<file path="src/rtl/mem_stage_ctrl.sv">
// MEM-stage controller: issues data-memory transactions over a req/ack bus,
// stalls the front of the pipe while a transaction is in flight, and feeds MEM/WB.
module mem_stage_ctrl #(
    parameter int DW       = 32,
    parameter int RW       = 5,
    parameter int WAIT_MAX = 15
) (
    input  logic          clk,
    input  logic          rst,
    input  logic          ex_valid,
    input  logic          ex_mem_read,
    input  logic          ex_mem_write,
    input  logic          ex_reg_write,
    input  logic [DW-1:0] ex_alu_result,
    input  logic [DW-1:0] ex_store_data,
    input  logic [RW-1:0] ex_rd,
    output logic          dmem_req,
    output logic          dmem_we,
    output logic [DW-1:0] dmem_addr,
    output logic [DW-1:0] dmem_wdata,
    input  logic [DW-1:0] dmem_rdata,
    input  logic          dmem_ack,
    output logic          stall,
    output logic          wb_en,
    output logic [DW-1:0] wb_rdata,
    output logic [DW-1:0] wb_alu,
    output logic [RW-1:0] wb_rd,
    output logic          mem_err
);

    localparam int CW = $clog2(WAIT_MAX + 1);

    typedef enum logic [0:0] {IDLE = 1'b0, ACCESS = 1'b1} state_t;

    state_t        state_r, state_s;
    logic [CW-1:0] cnt_r, cnt_s;
    logic [RW-1:0] rd_r, rd_s;
    logic          regw_r, regw_s;
    logic          load_r, load_s;
    logic          req_s, we_s, wb_en_s, mem_err_s;
    logic [DW-1:0] addr_s, wdata_s, wb_rdata_s, wb_alu_s;
    logic [RW-1:0] wb_rd_s;
    logic          memop_s, illegal_s;

    assign memop_s   = ex_mem_read | ex_mem_write;
    assign illegal_s = (ex_mem_read & ex_mem_write) | (memop_s & (ex_alu_result[1:0] != 2'b00));
    assign stall     = ((state_r == IDLE) & ex_valid & memop_s & ~illegal_s) | (state_r == ACCESS);

    // Next-state and next-register values for the FSM and all registered outputs
    always_comb begin
        state_s    = state_r;
        cnt_s      = cnt_r;
        rd_s       = rd_r;
        regw_s     = regw_r;
        load_s     = load_r;
        req_s      = dmem_req;
        we_s       = dmem_we;
        addr_s     = dmem_addr;
        wdata_s    = dmem_wdata;
        wb_en_s    = 1'b0;
        mem_err_s  = 1'b0;
        wb_rdata_s = wb_rdata;
        wb_alu_s   = wb_alu;
        wb_rd_s    = wb_rd;
        case (state_r)
            IDLE: begin
                if (ex_valid) begin
                    if (illegal_s) begin
                        wb_en_s    = 1'b1;
                        mem_err_s  = 1'b1;
                        wb_rd_s    = {RW{1'b0}};
                        wb_alu_s   = ex_alu_result;
                        wb_rdata_s = {DW{1'b0}};
                    end else if (memop_s) begin
                        state_s = ACCESS;
                        cnt_s   = {CW{1'b0}};
                        req_s   = 1'b1;
                        we_s    = ex_mem_write;
                        addr_s  = {ex_alu_result[DW-1:2], 2'b00};
                        wdata_s = ex_store_data;
                        rd_s    = ex_rd;
                        regw_s  = ex_reg_write;
                        load_s  = ex_mem_read;
                    end else begin
                        wb_en_s    = 1'b1;
                        wb_alu_s   = ex_alu_result;
                        wb_rdata_s = {DW{1'b0}};
                        wb_rd_s    = ex_reg_write ? ex_rd : {RW{1'b0}};
                    end
                end else begin
                    wb_en_s = 1'b0;
                end
            end
            ACCESS: begin
                if (dmem_ack) begin
                    // Ack has priority over a timeout landing in the same cycle
                    state_s    = IDLE;
                    req_s      = 1'b0;
                    wb_en_s    = 1'b1;
                    wb_alu_s   = dmem_addr;
                    wb_rdata_s = load_r ? dmem_rdata : {DW{1'b0}};
                    wb_rd_s    = (load_r && regw_r) ? rd_r : {RW{1'b0}};
                end else if (cnt_r == CW'(WAIT_MAX - 1)) begin
                    state_s    = IDLE;
                    req_s      = 1'b0;
                    wb_en_s    = 1'b1;
                    mem_err_s  = 1'b1;
                    wb_alu_s   = dmem_addr;
                    wb_rdata_s = {DW{1'b0}};
                    wb_rd_s    = {RW{1'b0}};
                end else begin
                    cnt_s = cnt_r + CW'(1);
                end
            end
            default: begin
                state_s = IDLE;
                req_s   = 1'b0;
            end
        endcase
    end

    // State and output registers with synchronous reset
    always_ff @(posedge clk) begin
        if (rst) begin
            state_r    <= IDLE;
            cnt_r      <= {CW{1'b0}};
            rd_r       <= {RW{1'b0}};
            regw_r     <= 1'b0;
            load_r     <= 1'b0;
            dmem_req   <= 1'b0;
            dmem_we    <= 1'b0;
            dmem_addr  <= {DW{1'b0}};
            dmem_wdata <= {DW{1'b0}};
            wb_en      <= 1'b0;
            mem_err    <= 1'b0;
            wb_rdata   <= {DW{1'b0}};
            wb_alu     <= {DW{1'b0}};
            wb_rd      <= {RW{1'b0}};
        end else begin
            state_r    <= state_s;
            cnt_r      <= cnt_s;
            rd_r       <= rd_s;
            regw_r     <= regw_s;
            load_r     <= load_s;
            dmem_req   <= req_s;
            dmem_we    <= we_s;
            dmem_addr  <= addr_s;
            dmem_wdata <= wdata_s;
            wb_en      <= wb_en_s;
            mem_err    <= mem_err_s;
            wb_rdata   <= wb_rdata_s;
            wb_alu     <= wb_alu_s;
            wb_rd      <= wb_rd_s;
        end
    end

endmodule

</file>
<file path="config.mk">
export PLATFORM = sky130hd
export DESIGN_NAME = mem_stage_ctrl
export DESIGN_NICKNAME = d
export VERILOG_FILES = /design/src/rtl/mem_stage_ctrl.sv
export SDC_FILE = /design/constraint.sdc
export NUM_CORES = 1
export LEC_CHECK = 0
export CAP_MARGIN = 20
export CORE_ASPECT_RATIO = 0.9
export CORE_MARGIN = 1.5
export CORE_UTILIZATION = 45
export DETAILED_ROUTE_END_ITERATION = 8
export PLACE_DENSITY = 0.87
export SKIP_LAST_GASP = 1
export SLEW_MARGIN = 15
export SYNTH_ARGS = -nofsm -noshare
export SYNTH_HDL_FRONTEND = slang
export SYNTH_SLANG_ARGS = --single-unit
</file>
<file path="constraint.sdc">
create_clock -name clk -period 2.5 [get_ports clk]
set_input_delay 0.625 -clock clk [delete_from_list [all_inputs] [get_ports clk]]
set_output_delay 0.625 -clock clk [all_outputs]
set_load 0.01 [all_outputs]
</file>
==> After elaboration in Yosys (flattened, before gate mapping) <==
Cells that the tools add are included.
{ "word_totals": {"reg_bits": 147, "input_bits": 108, "out_inout_bits": 138} }
{ "op_classes": {"add_sub_neg": 1, "eq_ne": 8, "n_mux": 49, "n_bitwise": 10, "n_reduce_logical": 6} }
{ "op_table": {"columns": ["cell", "count"], "rows": [
  ["32-bit 2-to-1 mux", 11],
  ["32-bit case mux with 2 select lines", 2],
  ["5-bit 2-to-1 mux", 7],
  ["4-bit 2-to-1 mux", 5],
  ["1-bit 2-to-1 mux", 18],
  ["2-bit inequality test, second input constant", 5],
  ["5-bit case mux with 2 select lines", 1],
  ["1-bit case mux with 2 select lines", 4],
  ["4-bit case mux with 2 select lines", 1],
  ["4-bit AND reduction", 2],
  ["1-bit bitwise AND", 5],
  ["5-bit AND reduction", 1],
  ["4-bit by 1-bit adder with 4-bit output, second input constant", 1],
  ["4-bit == test, second input constant", 1],
  ["3-bit by 2-bit inequality test with 1-bit output, second input constant", 1],
  ["3-bit inequality test, second input constant", 1],
  ["1-bit bitwise OR", 3],
  ["3-bit AND reduction", 1],
  ["1-bit inverter", 2],
  ["2-bit nonzero test", 1],
  ["1-bit logical AND", 1]
]} }

==> Longest topological paths before layout <==
{ "depth": {"depth_word": 6, "mapped_depth": 8, "depth_no_buf": 6} }

==> Least setup slack after synthesis <==
No wires, ideal clock.
{ "synth_timing": {"path_type": "register to output", "from": "reg state_r", "to": "out stall", "arrival_ns": 1.139, "t_required_ns": 1.875, "path_slack_ns": 0.736, "path_stages_with_launch": 4, "path_buffers": 2, "cell_sequence": "dfxtp_1 > buf_4 > buf_1 > a31o_2"} }
{ "synth_via": {"elab_chain_cells": 5} }
{ "synth_lines": {"columns": ["item", "line_no", "text"], "rows": [
  ["start, declared", "35", "state_t state_r, state_s;"],
  ["start signal, assigned", "140", "state_r <= state_s;"],
  ["1-bit inverter (no line)", null, null],
  ["1-bit bitwise AND (3 in series)", "47", "assign stall = ((state_r == IDLE) & ex_valid & memop_s & ~illegal_s) | (state_r == ACCESS);"],
  ["1-bit bitwise OR (*)", "47", null],
  ["end, declared", "23", "output logic stall,"]
]} }
Mark *: on every way between the ends. The rest lies on a longest branch, timed or not.

==> Final worst setup path <==
{ "layout_timing": {"from": "in ex_alu_result[1]", "to": "out stall"} }
{ "layout_via": {"elab_chain_cells": 6} }
{ "layout_lines": {"columns": ["item", "line_no", "text"], "rows": [
  ["start, declared", "14", "input logic [DW-1:0] ex_alu_result,"],
  ["2-bit nonzero test", "46", "assign illegal_s = (ex_mem_read & ex_mem_write) | (memop_s & (ex_alu_result[1:0] != 2'b00));"],
  ["1-bit bitwise AND", "46", null],
  ["1-bit bitwise OR", "46", null],
  ["1-bit inverter (no line)", null, null],
  ["1-bit bitwise AND", "47", null],
  ["1-bit bitwise OR", "47", null]
]} }
Every way passes these cells.

==> summary.md <==
| Metric | Value |
|---|---|
| Final Hold Viols | `0` |
| Buffers added on ports | `243` |
| Starting DRT DRC Count | `405` |
| Power per cell area | `660 nW/µm²` |
| Clk pin slew, worst setup/hold paths | `60 ps` |
| CTS tree | `built` |
| Root Driver | `clkbuf_16` |
| Diode count | `0` |
| Final setup fails | `0` |
| Static leakage | `0.00314 µW` |
| #FFs+latches synth | `147` |
| CP Class | `in2out` |
| Num CTS Buffers | `17` |
| Final period util | `92.0%` |
| Hpwl dp | `12000 µm` |
| Part of the Yosys area used for sequential elements | `52.0%` |
| DRT Pass-1 Iters | `6` |
| Layout Skew | `12.2 ps` |
| Slew HR | `50.3%` |
| Pre-CTS setup slack | `-428 ps` |
| Tot Pwr | `5890 µW` |
| Setup repair bufs after CTS | `0` |
| Worst EP required | `1880 ps` |
| Core Footprint | `12200 µm²` |
| GRT overflow | `0` |
| Chip Height | `109 µm` |
| Grt met3 use | `9.23%` |
| Count of pins over their slew limit | `0` |
| Share of cells above drive strength 1 | `11.0%` |
| EDFF count, synth | `0` |
| Clk Latency, worst-skew pair | `430 ps` |
| Crit path DAT | `1680 ps` |
| Delay-heaviest family, CP | `buffers and inverters` |
| Worst setup margin | `199 ps` |
| Yosys warning count | `0` |
| Worst path slowest cell | `clkdlybuf4s50_1` |
| Status | `finished, final reports clean` |
| Std cell rows | `38` |
| Wirelength, routed | `17500 µm` |
| Hold slack | `455 ps` |
| Vias in the first global route | `5484` |
| IR drop worst, VDD | `0.464 mV` |
| Setup crit end kind | `primary output` |
| CTS Hold Buffers Added | `0` |
| Drt wl/cell | `17.3 µm` |
| CP max stage delay | `490 ps` |
| Post-Syn Area | `5660 µm²` |
| GRT busiest layer | `met2` |
| Post-CTS Resized | `4` |
| FFs w/ async S/R, synth | `0%` |
| CTS sink count | `147` |
| RSZ-0062 raised after global routing | `false` |
| Die X | `121 µm` |
| Mean Syn Cell Area | `9.42 µm²` |
| Dominant synthesized flop cell | `dfxtp_1` |
| Area occupied by multi-input gates | `2440 µm²` |
| Initial antenna violation count | `0` |
| Syn Inst Count | `601` |
| Boundary Pins | `246` |
| Clock tree buffer depth | `2` |
| Final ANT Viol Nets | `0` |
| Vias per cell | `5.43` |
| Worst hold path type | `reg2reg` |
| WP buf/inv | `2` |
| Met1 Track Usage GR | `28.7%` |
| Remaining DRCs | `0` |
| Fin crit period | `2300 ps` |
| Via count | `5503` |
| Met2 Track Usage GR | `46.1%` |
| Worst Tran Pin Value | `746 ps` |
| First-pass GRT wire length | `27000 µm` |
| Unique cell type count in the Yosys netlist | `43` |
| Final nets | `951` |
| GRT Total Usage | `26.3%` |
| FF/Latch Area | `2940 µm²` |
| Crit path cell chain | `clkdlybuf4s50_1 -> nor2_2 -> a31o_2 -> dlygate4sd2_1` |
| Peak Freq | `0.435 GHz` |
| Fillers | `861` |
| Syn-to-layout area delta | `57.8%` |
| Die Area | `13300 µm²` |
| Setup crit start kind | `input port` |
| Initial core utilization | `46.5%` |
| GPL Wtd Cong | `0.835` |
| Largest net degree at the start of global routing | `64` |
| Max-cap viol count | `0` |
| CP max FO | `2` |
| CTS H-tree lvls | `4` |
[where the power goes]
| part | total, µW | internal [µW] | switching [µW] |
|---|---|---|---|
| combinational | 753 | 419 | 334 |
| sequential | 2480 | 2430 | 49.0 |
| clock | 2660 | 1690 | 969 |
| total | 5890 | 4540 | 1350 |
[state kept, by name, indices dropped and copies added, names as in the netlist, 4 cells and up]
register    flops
dmem_wdata     32
dmem_addr      30
wb_rdata       32
wb_alu         32
wb_rd           5
cnt_r           4
rd_r            5
[stage by stage]
| stage | cell area (µm²) | TNS [ps] | utilization (%) | cells |
|---|---|---|---|---|
| 6_report | 8930 | 0 | 73.4 | 1014 |
| 5_1_grt | 8930 | 0 | 73.4 | 1014 |
| 3_5_place_dp | 8280 | -15470 | 68.1 | 981 |
| 3_3_place_gp | 8280 | -8650 | 68.1 | 981 |
| 2_1_floorplan | 5660 | 0 | - | 602 |
| 4_1_cts | 8900 | 0 | 73.2 | 1013 |
[cell usage after synthesis, drive strengths merged, types with 2 or more instances]
cell type,count,area share [%]
a211oi,36,6.2
a21boi,2,0.46
a21oi,76,6.7
a22o,32,5.0
a22oi,6,0.88
buf,29,3.6
clkbuf,21,1.4
dfxtp,147,52
ha,2,0.44
inv,3,0.20
mux2i,30,5.3
nand2,145,9.7
nand3,5,0.44
nor2,7,0.46
nor2b,2,0.22
nor3,36,3.4
o21a,2,0.27
o21ai,3,0.27
or3b,2,0.31
[final timing paths]
| check | startpoint | endpoint | slack [ps] | cells past startpoint |
|---|---|---|---|---|
| max | ex_alu_result[1] | stall | 200 | 4 |
| min | dmem_wdata[16] | dmem_wdata[16] | 460 | 2 |
| max reg2reg | cnt_r[0] | wb_rdata[1] | 510 | 7 |
| min reg2reg | dmem_wdata[16] | dmem_wdata[16] | 460 | 2 |
[kinds of logic (layout without fill, tap and decap cells)]
kind of cell             after synthesis  after routing  share of synthesized area (%)
AND/OR/NAND/NOR                      204            204                           15.6
AO/OA/AOI/OAI                        163            163                           20.9
flip-flops                           147            147                           52.0
buffers and inverters                 53            305                           5.22
multiplexers                          30             30                           5.31
adder cells (fa/ha/maj)                2              2                          0.442
other                                  1              2                         0.0662
XOR/XNOR                               1              1                          0.486
[metal layers]
| layer | up-vias | part of all wire [%] | routed length (µm) |
|---|---|---|---|
| li1 | 2582 | - | - |
| met3 | 30 | 9.0 | 1590 |
| met2 | 249 | 50 | 8800 |
| met4 | 0 | 2.2 | 383 |
| met5 | - | 0 | 0 |
| met1 | 2642 | 39 | 6770 |
[worst reg2reg max path, delay by kind of cell (launching register included)]
family / cells / cell delay [ps]
AOI/OAI and AO/OA: 2 / 440
and+or+nand+nor: 2 / 590
adders and majority gates: 1 / 220
DFF: 1 / 380
buffers and inverters: 2 / 310
[cell type report]
| cell class | count | area share, % |
|---|---|---|
| flip-flops and latches | 147 | 33.0 |
| clock inverters | 9 | 1.40 |
| multi-input cells | 402 | 27.3 |
| inverters | 3 | 0.126 |
| well taps | 160 | 2.24 |
| repair buffers | 270 | 30.4 |
| clock buffers | 23 | 5.58 |
[cell usage in the layout, fill, tap and decap left out, types with 2 or more instances in the layout]
master	synthesis	layout
dlygate4sd2_1	0	3
nor2_1	7	5
dfxtp_1	147	146
a22oi_1	5	5
nand3_1	5	5
a211oi_1	20	20
nor3_1	35	35
nand2_1	144	143
ha_1	2	2
mux2i_1	30	30
clkbuf_8	0	5
o21a_1	2	2
or3b_2	2	2
clkbuf_16	0	17
a22o_1	32	32
clkinvlp_4	0	2
a211oi_2	16	16
nor2_2	0	2
conb_1	1	2
buf_4	11	22
clkdlybuf4s50_1	0	239
o21ai_0	2	2
bufinv_16	0	3
buf_12	0	5
a21oi_1	76	76
inv_1	3	3
clkinv_2	0	4
Power figures use the tool's default switching activity.
